File: config.mk
export PLATFORM = sky130hd
export DESIGN_NAME = hazard_unit
export DESIGN_NICKNAME = d
export VERILOG_FILES = /design/src/rtl/hazard_pkg.sv /design/src/rtl/stall_counter.sv /design/src/rtl/hazard_unit.sv
export SDC_FILE = /design/constraint.sdc
export NUM_CORES = 1
export LEC_CHECK = 0
export CAP_MARGIN = 30
export CORE_MARGIN = 2
export CORE_UTILIZATION = 35
export DETAILED_ROUTE_END_ITERATION = 6
export PLACE_DENSITY = 0.82
export SLEW_MARGIN = 10
export SYNTH_ARGS = -nofsm -noshare
export SYNTH_HDL_FRONTEND = slang
export SYNTH_SLANG_ARGS = --single-unit
File: constraint.sdc
create_clock -name clk -period 1.4 [get_ports clk]
set_input_delay 0.14 -clock clk [delete_from_list [all_inputs] [get_ports clk]]
set_output_delay 0.14 -clock clk [all_outputs]
set_load 0.05 [all_outputs]
File: src/rtl/hazard_pkg.sv
// Purpose: shared types and constants for the pipeline hazard controller.
// Latency: n/a (declarations only).
// Backpressure: n/a.
package hazard_pkg;

  typedef enum logic [1:0] {
    RUN     = 2'd0,
    MULBUSY = 2'd1,
    MEMWAIT = 2'd2
  } hz_state_t;

  // X31 reads as zero, so it can never carry a real dependency.
  localparam logic [4:0] XZR = 5'd31;

  // Width of the multiply down-counter; bounds MUL_LATENCY to 2..15.
  localparam int MULCNT_W = 4;

endpackage

File: src/rtl/stall_counter.sv
// Purpose: saturating 32-bit event counter with enable and synchronous clear.
// Latency: count reflects an enabled cycle one clock later.
// Backpressure: none; holds at 32'hFFFF_FFFF instead of wrapping.
// Ports: clk, clr (sync clear, wins over en), en (count this cycle), count.
// The module body only exists when HAZARD_PERF_EN is defined, so the
// default build carries no counter at all.
`ifdef HAZARD_PERF_EN
module stall_counter (
  input  logic        clk,
  input  logic        clr,
  input  logic        en,
  output logic [31:0] count
);

  always_ff @(posedge clk) begin
    if (clr) begin
      count <= 32'd0;
    end else if (en && (count != 32'hFFFF_FFFF)) begin
      count <= count + 32'd1;
    end
  end

endmodule
`endif

File: src/rtl/hazard_unit.sv
// Purpose: stall/flush controller for the five-stage pipeline (load-use,
//          multi-cycle multiply, data-memory wait, taken-branch flush).
// Latency: all outputs combinational from state and inputs; state on clk.
// Backpressure: memory wait freezes the whole pipe (pipestall), multiply
//          freezes the front (PCwrite/IFIDwrite), load-use inserts a bubble.
// Ports: clk, reset (sync, active-high); EX-stage info IDEXmemread/IDEXmul/
//          IDEXrd; ID-stage sources IFIDrn/IFIDrm/IFIDusesrm; branchtaken;
//          EXMEMmemaccess/memready; outputs PCwrite, IFIDwrite, IDEXbubble,
//          IFIDflush, IDEXflush, pipestall, and stallcycles when
//          HAZARD_PERF_EN is defined.
module hazard_unit
  import hazard_pkg::*;
#(
  parameter int MUL_LATENCY = 3
) (
  input  logic       clk,
  input  logic       reset,
  input  logic       IDEXmemread,
  input  logic       IDEXmul,
  input  logic [4:0] IDEXrd,
  input  logic [4:0] IFIDrn,
  input  logic [4:0] IFIDrm,
  input  logic       IFIDusesrm,
  input  logic       branchtaken,
  input  logic       EXMEMmemaccess,
  input  logic       memready,
  output logic       PCwrite,
  output logic       IFIDwrite,
  output logic       IDEXbubble,
  output logic       IFIDflush,
  output logic       IDEXflush,
  output logic       pipestall
`ifdef HAZARD_PERF_EN
  ,
  output logic [31:0] stallcycles
`endif
);

  if ((MUL_LATENCY < 2) || (MUL_LATENCY > 15)) begin : g_bad_latency
    $fatal(1, "hazard_unit: MUL_LATENCY must be in 2..15");
  end

  // The RUN-state cycle that starts the multiply is the first hold cycle,
  // so the counter covers the remaining MUL_LATENCY-2 before release.
  localparam logic [MULCNT_W-1:0] MUL_LOAD = MULCNT_W'(MUL_LATENCY - 2);

  hz_state_t             state, state_nxt;
  logic [MULCNT_W-1:0]   mulcnt, mulcnt_nxt;
  logic                  ret_mul, ret_mul_nxt;  // MEMWAIT returns to MULBUSY
  logic                  memwait;
  logic                  loaduse;
  logic                  do_run;

  assign memwait = EXMEMmemaccess & ~memready;
  assign loaduse = IDEXmemread && (IDEXrd != XZR) &&
                   ((IDEXrd == IFIDrn) || (IFIDusesrm && (IDEXrd == IFIDrm)));

  always_comb begin
    PCwrite     = 1'b1;
    IFIDwrite   = 1'b1;
    IDEXbubble  = 1'b0;
    IFIDflush   = 1'b0;
    IDEXflush   = 1'b0;
    pipestall   = 1'b0;
    state_nxt   = state;
    mulcnt_nxt  = mulcnt;
    ret_mul_nxt = ret_mul;
    do_run      = 1'b0;

    case (state)
      RUN: begin
        if (memwait) begin
          pipestall   = 1'b1;
          PCwrite     = 1'b0;
          IFIDwrite   = 1'b0;
          ret_mul_nxt = 1'b0;
          state_nxt   = MEMWAIT;
        end else begin
          do_run = 1'b1;
        end
      end
      MULBUSY: begin
        // A branch cannot be in EX here, so branchtaken is not examined.
        if (memwait) begin
          pipestall   = 1'b1;
          PCwrite     = 1'b0;
          IFIDwrite   = 1'b0;
          ret_mul_nxt = 1'b1;
          state_nxt   = MEMWAIT;
        end else if (mulcnt == '0) begin
          state_nxt = RUN;
        end else begin
          PCwrite    = 1'b0;
          IFIDwrite  = 1'b0;
          mulcnt_nxt = mulcnt - 1'b1;
        end
      end
      MEMWAIT: begin
        if (!memready) begin
          pipestall = 1'b1;
          PCwrite   = 1'b0;
          IFIDwrite = 1'b0;
        end else if (ret_mul) begin
          // Release cycle frees everything; the saved count resumes next cycle.
          state_nxt = MULBUSY;
        end else begin
          // EX was frozen, so a branch or multiply held there acts now.
          state_nxt = RUN;
          do_run    = 1'b1;
        end
      end
      default: begin
        state_nxt = RUN;
      end
    endcase

    if (do_run) begin
      if (IDEXmul) begin
        PCwrite    = 1'b0;
        IFIDwrite  = 1'b0;
        mulcnt_nxt = MUL_LOAD;
        state_nxt  = MULBUSY;
      end else if (branchtaken) begin
        // Any load-use match here belongs to the wrong path.
        IFIDflush = 1'b1;
        IDEXflush = 1'b1;
      end else if (loaduse) begin
        PCwrite    = 1'b0;
        IFIDwrite  = 1'b0;
        IDEXbubble = 1'b1;
      end
    end

    if (reset) begin
      PCwrite    = 1'b0;
      IFIDwrite  = 1'b0;
      IDEXbubble = 1'b0;
      IFIDflush  = 1'b1;
      IDEXflush  = 1'b1;
      pipestall  = 1'b0;
    end
  end

  always_ff @(posedge clk) begin
    if (reset) begin
      state   <= RUN;
      mulcnt  <= '0;
      ret_mul <= 1'b0;
    end else begin
      state   <= state_nxt;
      mulcnt  <= mulcnt_nxt;
      ret_mul <= ret_mul_nxt;
    end
  end

`ifdef HAZARD_PERF_EN
  stall_counter u_stall_counter (
    .clk   (clk),
    .clr   (reset),
    .en    (~PCwrite & ~reset),
    .count (stallcycles)
  );
`endif

endmodule

Word level (Yosys, flattened, before mapping)
Index checks and enable logic that the tools add are counted.
Widths: inputs -> output; s select.
Word-level totals
  register bits after elaboration: 7
Cells by class
  $add $sub $neg: 1
  equality and inequality tests: 7
  multiplexer cells: 42
  bitwise operators: 2
  reductions and logical operators: 9
Operators with widths (count)
  $mux 1: 26
  $mux 4: 5
  $mux 2: 6
  $eq 5x5->1: 2
  $pmux 1 s2: 3
  $pmux 2 s3: 1
  $ne 5x5->1 const B: 1
  $logic_not 4->1: 1
  $ne 2x2->1 const B: 2
  $sub 4x1->4 const B: 1
  $logic_and 1x1->1: 3
  $pmux 1 s3: 1
  $reduce_and 3->1: 1
  $eq 2x1->1 const B: 1
  $eq 2x2->1 const B: 1
  $logic_not 2->1: 1
  $reduce_bool 2->1: 1
  $reduce_or 2->1: 1
  $and 1x1->1: 1
  $logic_or 1x1->1: 1
  $not 1->1: 1

Logic depth before layout (Yosys ltp)
Gate-level depths: netlist (run 1).
  depth after elaboration: 9
  mapped depth: 7
  depth with buffers taken out: 6

Worst setup path before layout (run 1)
No wires, ideal clock.
  path kind: reg-to-output
  start point: reg mulcnt[0]
  end point: out PCwrite
  arrival: 2.099 ns
  required time: 1.260 ns
  slack: -0.839 ns
  stages on the path, launching flop included: 8
  path buffers: 1
  cells stage by stage: dfxtp_1 -> inv_1 -> ha_1 -> or3b_1 -> nand2_1 -> nand2_1 -> a311oi_2 -> buf_4
Between the ends
  longest elaborated chain between the ends: 9
Ends and longest elaborated chain
  from (decl): line hazard_unit.sv:48  | logic [MULCNT_W-1:0] mulcnt, mulcnt_nxt;
  from (signal assigned): line hazard_unit.sv:151  | mulcnt <= mulcnt_nxt;
  $logic_not 4->1 (*): line hazard_unit.sv:90  | end else if (mulcnt == '0) begin
  $mux 1 (*) (2 in series)
  $pmux 1 s3 (*)
  $mux 1 (3 in series)
  $mux 1 (*) (2 in series)
  to (decl): line hazard_unit.sv:27  | output logic PCwrite,
Every way passes the cells marked *; elsewhere a longest branch is shown, timed or not.

Final worst setup path (run 1)
  start point: reg mulcnt[0]
  end point: out IFIDwrite
Between the ends
  longest elaborated chain between the ends: 9
Ends and longest elaborated chain
  $logic_not 4->1 (*): line hazard_unit.sv:90
  $mux 1 (*): line hazard_unit.sv:90
  $mux 1 (*): line hazard_unit.sv:84  | if (memwait) begin
  $pmux 1 s3 (*): line hazard_unit.sv:70  | case (state)
  $mux 1: line hazard_unit.sv:127  | end else if (loaduse) begin
  $mux 1: line hazard_unit.sv:123  | end else if (branchtaken) begin
  $mux 1: line hazard_unit.sv:118  | if (IDEXmul) begin
  $mux 1 (*): line hazard_unit.sv:117  | if (do_run) begin
  $mux 1 (*): line hazard_unit.sv:134  | if (reset) begin
  to (decl): line hazard_unit.sv:28  | output logic IFIDwrite,
Marks and branches as above.

==> results of run 1 <==
==> sequential cells by signal, summed over array words and instances (netlist names) <==
register  cells
ret_mul       1
state         2
mulcnt        4
==> worst max-delay path, stage by stage, from the launching register on <==
cell,delay [ps]
dfxtp_2,320
inv_2,60
ha_4,130
or3b_4,380
nand2_2,70
nand2_2,50
a311oi_4,330
buf_12,190
==> power breakdown <==
part / leakage [nW] / internal, W / switching [W] / total (W)
Clock: 0.0150 / 0.000110 / 0.0000932 / 0.000203
Combinational: 0.444 / 0.000197 / 0.000165 / 0.000362
Sequential: 0.0587 / 0.000209 / 0.00000653 / 0.000216
==> how the worst max path moves through the flow <==
stage	from	to	slack, ps	cells past startpoint
2_1_floorplan	mulcnt[1]	PCwrite	-590	7
3_3_place_gp	memready	IFIDwrite	-470	6
3_5_place_dp	memready	IFIDwrite	-480	6
4_1_cts	mulcnt[0]	IFIDwrite	-550	7
5_1_grt	mulcnt[0]	IFIDwrite	-610	7
6_report	mulcnt[0]	IFIDwrite	-550	7
==> cells in the final DEF (no fill, tap or decap), types with 2 or more instances in the layout <==
cell type,n
xnor2_1,10
dlygate4sd2_1,16
nand2_1,3
buf_4,17
nor2_4,2
buf_12,6
dfxtp_1,3
nor2_1,6
clkdlybuf4s50_1,5
inv_1,3
nand3_1,3
a21o_1,2
inv_2,4
mux2i_1,2
clkbuf_4,3
nand2b_1,2
nand2_2,2
a21oi_2,2
dfxtp_2,4
==> cell type report <==
cell class / count / area [µm²] / share of cell area (%)
inverter: 7 / 26.3 / 2.24
sequential: 7 / 145 / 12.4
tap: 16 / 20.0 / 1.71
clock buffer: 4 / 26.3 / 2.24
timing repair buffer: 46 / 462 / 39.4
multi-input combinational: 56 / 492 / 42.0
==> Yosys cell counts <==
library cell  number
nand2b_1           2
inv_1              7
o22ai_1            1
ha_1               1
and3_1             1
a211oi_2           1
mux2i_1            2
buf_4              2
nand4_1            1
or3_1              1
nand3_1            3
nand2b_4           1
buf_1              1
a21o_1             2
a31o_2             1
nand2_1            5
nor2b_1            2
and4_1             1
xnor2_1           11
a21oi_1            3
or3b_1             1
a311oi_2           1
nor2_1             8
a41oi_1            1
and3_4             1
and2_1             1
a22o_1             1
a311oi_1           1
dfxtp_1            7
o21ai_0            1
nor3_1             1
==> metal layers <==
layer	track usage, %	vias to the layer above
li1	-	343
met1	17.9	313
met2	37.4	28
met3	6.94	4
met4	15.2	0
met5	0	-
==> timing repair <==
action	CTS	global route
pin swaps	19	9
endpoints found under the setup margin	8	10
hold buffers	0	0
endpoints found under the hold margin	0	0
buffers inserted	2	3
resized for setup	27	9
==> metrics by stage <==
stage	util [%]	cell area (µm²)	setup TNS, ps	setup slack, ps	total power [W]
5_1_grt	76.8	1170	-2780	-609	0.000822
3_3_place_gp	69.4	1060	-2520	-471	0.000541
6_report	76.8	1170	-2360	-546	0.000781
2_1_floorplan	-	626	-1000	-591	0.000389
4_1_cts	73.3	1120	-1810	-548	0.000750
3_5_place_dp	69.4	1060	-2720	-478	0.000549
==> cell families after synthesis <==
logic type               Yosys count
XOR/XNOR                          11
buffers and inverters             10
multiplexers                       2
flip-flops                         7
AO/OA/AOI/OAI                     13
adder cells (fa/ha/maj)            1
AND/OR/NAND/NOR                   29
==> impl_metrics.py, run 1 <==
metrics = {
    "clock_tree": {
        "root_buffer": "clkbuf_4",
        "clock_latency_ps": 270,
        "clock_path_buffers": 2,
        "numCtsBuffers": 3,
        "cts_htree_levels": 1,
        "cts.clk_slew.worst_paths_ps": 60,
        "numClockSinks": 7,
        "cts_tree": "yes",
    },
    "timing": {
        "finClkSkew_ps": 7.07,
        "hold_viol_final": 0,
        "hold_slack_ps": 434,
        "max_freq_ghz": 0.514,
        "slew-limit-headroom_pct": 75.7,
        "setup_viol": 9,
        "worstMarginPinSlew_ps": 366,
        "drv_slew": 0,
        "fin_ws_ps": -546,
        "rsz0062_at_grt": "yes",
        "fin_crit_ps": 1950,
        "final.period_utilization_pct": 139,
    },
    "synth": {
        "synth.distinct_cells": 31,
        "ys_ff_latch": 7,
        "synth.mux.area_fraction_pct": 3.46,
        "synth_top_area_share_pct": 24.2,
        "synth_compound_area_share_pct": 17.9,
        "synth_top_family_by_area": "simple AND/OR/NAND/NOR gates",
        "synth-simple-area-share_pct": 27.9,
        "syn_area_um2": 579,
        "syn_area_per_cell_um2": 7.94,
        "synth_xor_area_share_pct": 16.6,
        "syn-num-nets": 97,
        "synth_area_leaders": "dfxtp_1 (24%), xnor2_1 (17%), nor2_1 (5.2%)",
        "yosys.area.top_type": "dfxtp_1",
        "post_synth_inst_count": 73,
        "synth-seq-area-share_pct": 24.2,
        "ys_warn_count": 0,
        "synthAdderAreaFrac_pct": 2.16,
    },
    "power_and_ir_drop": {
        "power_density_nw_per_um2": 667,
        "ir_worst_vdd_v": 0.000418,
        "leakage_nw": 0.518,
    },
    "route": {
        "wl_met1_um": 602,
        "viasPerCell": 5.06,
        "drtPass1Iterations": 2,
        "ant_nets": 0,
        "wl_per_cell_um": 13.3,
        "wl_met3_um": 116,
        "drt_wl_total_um": 1810,
        "dr_wl_met2_um": 1050,
        "vias": 688,
        "drt-initial-drc-count": 3,
        "highest_layer": "met4",
        "route.detailed.drc": 0,
    },
    "hold_path": {
        "min_path_type": "in -> reg",
        "min_path_cells": 3,
        "hp-start": "memready",
        "min_to": "state[0]",
    },
    "global_routing": {
        "grt_first_pass_wirelength_um": 2860,
        "grt_usage_pct": 20.4,
        "grt_pass1_vias": 734,
        "grt-ovfl-total": 0,
        "grt_max_degree": 8,
        "grt_antenna_before_repair": 0,
    },
    "setup_path": {
        "crit_arrival_ps": 1810,
        "reg2reg_to": "state[0]",
        "reg2regPathDepth": 7,
        "crit_fanout": 2,
        "r2r-start": "mulcnt[0]",
        "crit_required_ps": 1260,
        "startpoint_type": "flop",
        "r2r_slack_ps": -170,
        "worstSetupEndpointType": "output pin",
        "worst-setup-path-type": "reg -> out",
    },
    "outcome": {
        "status": "finished with violations",
        "violations": "setup timing",
    },
    "cells_and_area": {
        "drive_gt1_share_pct": 45.8,
        "syn_to_final_growth_pct": 102,
        "diodes": 0,
        "fillers": 126,
        "final_cell_count_no_fill": 136,
        "nNetsFinal": 145,
    },
    "floorplanning": {
        "die_h_um": 44.7,
        "floorplan.initialDensity_pct": 38.0,
        "core_area_um2": 1520,
        "die_area_um2": 2000,
        "rows": 14,
        "die_x_um": 44.7,
        "io_pins": 29,
    },
    "place": {
        "gp_congestion": 0.841,
        "dp_hpwl_um": 1300,
        "place_inst": 127,
        "port_buffers": 28,
    },
    "run": {
        "cap_viol_max_count": 0,
    },
}
No activity file was read; power rests on OpenSTA's default activity.
==> run 2: changes to the inputs <==
--- a/config.mk
+++ b/config.mk
@@ -10,6 +10,7 @@
 export CORE_UTILIZATION = 35
 export DETAILED_ROUTE_END_ITERATION = 6
 export PLACE_DENSITY = 0.82
+export SETUP_SLACK_MARGIN = 0.4
 export SLEW_MARGIN = 10
 export SYNTH_ARGS = -nofsm -noshare
 export SYNTH_HDL_FRONTEND = slang
==> impl_metrics.py, run 2 (synthesis results as in run 1) <==
metrics = {
    "floorplanning": {
        "io_pins": 29,
        "rows": 14,
        "core_area_um2": 1520,
        "floorplan.initialDensity_pct": 38.0,
        "die_h_um": 44.7,
        "die_x_um": 44.7,
        "die_area_um2": 2000,
    },
    "power_and_ir_drop": {
        "power_density_nw_per_um2": 662,
        "leakage_nw": 0.502,
        "ir_worst_vdd_v": 0.000371,
    },
    "clock_tree": {
        "clock_latency_ps": 270,
        "numCtsBuffers": 3,
        "root_buffer": "clkbuf_4",
        "cts_htree_levels": 1,
        "numClockSinks": 7,
        "cts_tree": "yes",
        "clock_path_buffers": 2,
        "cts.clk_slew.worst_paths_ps": 60,
    },
    "place": {
        "gp_congestion": 0.801,
        "port_buffers": 28,
        "dp_hpwl_um": 1290,
    },
    "setup_path": {
        "worstSetupEndpointType": "output pin",
        "crit_arrival_ps": 1820,
        "r2r_slack_ps": -40,
        "endpoint": "PCwrite",
        "reg2reg_to": "state[0]",
        "crit_required_ps": 1260,
        "crit_top_cell": "nand2_2",
        "startpoint_type": "flop",
        "crit_family": "simple AND/OR/NAND/NOR gates",
        "crit_buf_inv": 2,
        "crit_fanout": 2,
        "cp_cell_sequence": "inv_2 -> ha_4 -> or3b_4 -> nand2_2 -> nand2_2 -> a311oi_4 -> buf_12",
        "reg2regPathDepth": 6,
        "worst-path-stages": 7,
        "critical_path.max_stage_delay_ps": 380,
        "r2r-start": "mulcnt[1]",
        "crit_start": "mulcnt[1]",
        "worst-setup-path-type": "reg -> out",
        "cp_slowest_cell": "or3b_4",
    },
    "global_routing": {
        "grt-ovfl-total": 0,
        "grt_max_degree": 8,
        "grt_pass1_vias": 693,
        "grt_usage_pct": 18.8,
        "grt_first_pass_wirelength_um": 2690,
        "grt_antenna_before_repair": 0,
    },
    "cells_and_area": {
        "drive_gt1_share_pct": 49.6,
        "largest_register_ffs": 4,
        "reg.largest.list": "mulcnt (4), state (2), ret_mul (1)",
        "nNetsFinal": 144,
        "diodes": 0,
        "syn_to_final_growth_pct": 104,
        "final_util_pct": 77.7,
        "layout_common_cells": "dlygate4sd2_1 (13), buf_4 (13), xnor2_1 (11)",
        "regMostFlops": "mulcnt",
    },
    "timing": {
        "rsz0062_at_grt": "yes",
        "max_freq_ghz": 0.510,
        "tns_ps": -2050,
        "finClkSkew_ps": 0.281,
        "setup_viol": 7,
        "worstMarginPinSlew_ps": 381,
        "final.period_utilization_pct": 140,
        "hold_viol_final": 0,
        "drv_slew": 0,
        "fin_crit_ps": 1960,
        "slew-limit-headroom_pct": 74.7,
        "fin_ws_ps": -561,
    },
    "outcome": {
        "violations": "setup timing",
        "status": "finished with violations",
    },
    "route": {
        "ant_nets": 0,
        "drtPass1Iterations": 4,
        "drt_wl_total_um": 1750,
        "drt-initial-drc-count": 8,
        "vias": 682,
        "viasPerCell": 5.05,
        "wl_per_cell_um": 13.0,
        "route.detailed.drc": 0,
    },
    "run": {
        "cap_viol_max_count": 0,
    },
    "hold_path": {
        "min_path_type": "in -> reg",
        "hp-start": "memready",
    },
}
run 2: cell count changes in the layout (fill, tap and decap cells not counted), sizes merged:
cell,previous run,this run
buf,24,23
clkbuf,4,5
clkdlybuf4s15,0,4
clkdlybuf4s50,5,4
dlygate4sd2,16,13
dlymetal6s2s,1,0
run 2: repair_timing:
action	in CTS	in global routing
setup endpoints to repair	12	12
resized for setup	35	13
pin swaps	21	8
hold buffers	0	0
buffers inserted	0	4
cloned	0	0
endpoints found under the hold margin	0	0
run 2: worst register-to-register path, cell delays in order, from the launching register on:
cell and delay, ps:
dfxtp_2 320, inv_2 60, ha_4 130, or3b_4 380
and3_4 180, a41oi_2 150, a21oi_1 100
run 2: routing by layer:
layer  GRT usage [%]  wire, µm  vias up
met5               0         0        -
met4            11.5        44        0
met3            7.35       144        5
met2            31.3       918       33
met1            19.6       645      305
li1                -         -      339
run 2: report_power, final:
group	internal, W	total (W)	switching (W)
Clock	0.000110	0.000208	0.0000978
Combinational	0.000199	0.000360	0.000161
Sequential	0.000208	0.000215	0.00000784
Total	0.000517	0.000783	0.000267
run 2: stage by stage:
stage	cells	setup slack [ps]	area (µm²)	hold slack (ps)	total power, W
after floorplan	73	-591	647	329	0.000398
after global placement	127	-449	1070	480	0.000551
after detailed placement	127	-479	1070	496	0.000558
after CTS	131	-570	1130	437	0.000762
after global routing	135	-625	1180	462	0.000826
final	135	-561	1180	466	0.000783
run 2: worst min path at each step:
stage,end,slack [ps],cells after the start
2_1_floorplan,state[1],330,2
3_3_place_gp,ret_mul,480,2
3_5_place_dp,ret_mul,500,2
4_1_cts,state[0],440,3
5_1_grt,state[0],460,3
6_report,state[0],470,3
run 2: final cells by class:
class | count | area, µm²
repair buffers | 45 | 464
multi-input cells | 56 | 495
inverters | 7 | 26.3
flip-flops and latches | 7 | 151
well taps | 16 | 20.0
clock buffers | 4 | 26.3
fillers | 110 | 340
==> run 3: changes to the inputs <==
--- a/config.mk
+++ b/config.mk
@@ -6,7 +6,7 @@
 export NUM_CORES = 1
 export LEC_CHECK = 0
 export CAP_MARGIN = 30
-export CORE_MARGIN = 2
+export CORE_MARGIN = 1
 export CORE_UTILIZATION = 35
 export DETAILED_ROUTE_END_ITERATION = 6
 export PLACE_DENSITY = 0.82
==> impl_metrics.py, run 3 (synthesis results as in run 1) <==
metrics = {
    "outcome": {
        "status": "finished with violations",
        "violations": "setup timing",
    },
    "cells_and_area": {
        "diodes": 0,
        "syn_to_final_growth_pct": 116,
        "drive_gt1_share_pct": 50.8,
        "fillers": 108,
        "final_util_pct": 82.0,
        "largest_register_ffs": 4,
        "reg.largest.list": "mulcnt (4), state (2), ret_mul (1)",
        "layout_common_cells": "buf_4 (18), dlygate4sd2_1 (14), xnor2_1 (10)",
        "nNetsFinal": 149,
        "regMostFlops": "mulcnt",
        "final_cell_count_no_fill": 140,
        "layout_commonest_cell": "buf_4",
    },
    "global_routing": {
        "use_met3_pct": 4.68,
        "grt-ovfl-total": 0,
        "grt_pass1_vias": 757,
        "grt_usage_pct": 24.9,
        "grtUsageMet1_pct": 21.5,
        "grt_antenna_before_repair": 0,
        "busiest_layer": "met2",
        "grt_max_degree": 8,
        "grtUsageMet2_pct": 47.6,
        "grt_first_pass_wirelength_um": 3230,
    },
    "timing": {
        "hold_slack_ps": 477,
        "drv_slew": 0,
        "slew-limit-headroom_pct": 74.7,
        "max_freq_ghz": 0.512,
        "finClkSkew_ps": 10.4,
        "hold_viol_final": 0,
        "final.period_utilization_pct": 140,
        "fin_crit_ps": 1950,
        "worstMarginPinSlew_ps": 381,
        "setup_viol": 9,
        "fin_ws_ps": -555,
        "rsz0062_at_grt": "yes",
    },
    "run": {
        "cap_viol_max_count": 0,
    },
    "setup_path": {
        "crit_start": "mulcnt[1]",
        "worst-setup-path-type": "reg -> out",
        "critical_path.max_stage_delay_ps": 380,
        "r2r-start": "mulcnt[1]",
        "crit_top_cell": "nand2_2",
        "r2r_slack_ps": -150,
        "cp_cell_sequence": "inv_2 -> ha_4 -> or3b_4 -> nand2_2 -> nand2_2 -> a311oi_4 -> buf_12",
        "crit_arrival_ps": 1810,
        "crit_fanout": 2,
        "startpoint_type": "flop",
        "cp_slowest_cell": "or3b_4",
        "worstSetupEndpointType": "output pin",
        "crit_required_ps": 1260,
    },
    "power_and_ir_drop": {
        "p_total_w": 0.000815,
        "ir_worst_vdd_v": 0.000377,
        "power_density_nw_per_um2": 652,
        "leakage_nw": 0.534,
    },
    "route": {
        "route.detailed.drc": 0,
        "ant_nets": 0,
        "drt-initial-drc-count": 5,
        "drt_wl_total_um": 1980,
        "drtPass1Iterations": 4,
        "wl_per_cell_um": 14.1,
        "vias": 706,
        "viasPerCell": 5.04,
    },
    "hold_path": {
        "min_path_type": "in -> reg",
        "hp-start": "memready",
    },
    "place": {
        "dp_hpwl_um": 1430,
        "gp_congestion": 0.807,
        "place_inst": 128,
        "port_buffers": 28,
    },
    "floorplanning": {
        "core_area_um2": 1520,
        "floorplan.initialDensity_pct": 38.0,
        "die_x_um": 42.7,
        "die_area_um2": 1820,
        "die_h_um": 42.7,
        "io_pins": 29,
        "rows": 14,
    },
    "clock_tree": {
        "cts_tree": "yes",
        "root_buffer": "clkbuf_4",
        "cts.clk_slew.worst_paths_ps": 60,
        "numCtsBuffers": 3,
        "clock_path_buffers": 2,
        "numClockSinks": 7,
        "ctsHoldBuffers": 0,
        "cts_htree_levels": 1,
        "clock_latency_ps": 270,
    },
}
-- run 3: changes by cell type in the layout (fill, tap and decap cells not counted), sizes merged --
cell	before	now
clkbuf	5	4
dlygate4sd2	13	14
buf	23	28
-- run 3: area by class of cell --
class                           instances  area, µm²  share of cell area (%)
Multi-Input combinational cell         56        528                    42.2
Clock buffer                            4       26.3                    2.10
Tap cell                               16       20.0                    1.60
Inverter                                7       26.3                    2.10
Sequential cell                         7        146                    11.7
Timing Repair Buffer                   50        503                    40.2
-- run 3: worst max-delay path, delay by kind of cell, from the launching register on --
kind            cells  cell delay (ps)
flops               1              320
compound gates      1              340
fa+ha+maj           1              130
buf+inv             2              250
simple gates        3              510
-- run 3: through the flow --
step / TNS, ps / setup WS [ps] / instance area (µm²)
3_3_place_gp: -2260 / -444 / 1080
2_1_floorplan: -977 / -591 / 647
4_1_cts: -1980 / -555 / 1200
3_5_place_dp: -2610 / -468 / 1080
5_1_grt: -2920 / -599 / 1250
6_report: -2560 / -555 / 1250
-- run 3: final timing paths --
kind                            depth (start not counted)  endpoint
worst max register to register                          7  state[0]
worst max-delay path                                    7   PCwrite
worst min-delay path                                    3  state[0]
worst min register to register                          2   ret_mul
-- run 3: power by group --
| group | switching, W | leakage (nW) | internal (W) |
|---|---|---|---|
| Combinational | 0.000177 | 0.460 | 0.000219 |
| Sequential | 0.00000661 | 0.0591 | 0.000210 |
| Clock | 0.0000929 | 0.0150 | 0.000110 |
| Total | 0.000276 | 0.534 | 0.000538 |
-- run 3: timing repair --
action	4_1_cts	5_1_grt
endpoints found under the setup margin	13	13
setup buffers	4	4
pin swaps	23	4
gates resized for setup	42	4
-- run 3: routing by layer --
layer  vias up  part of all wire (%)
li1        350                     -
met1       316                    34
met2        30                    55
met3        10                   5.7
met4         0                   5.1
met5         -                     0
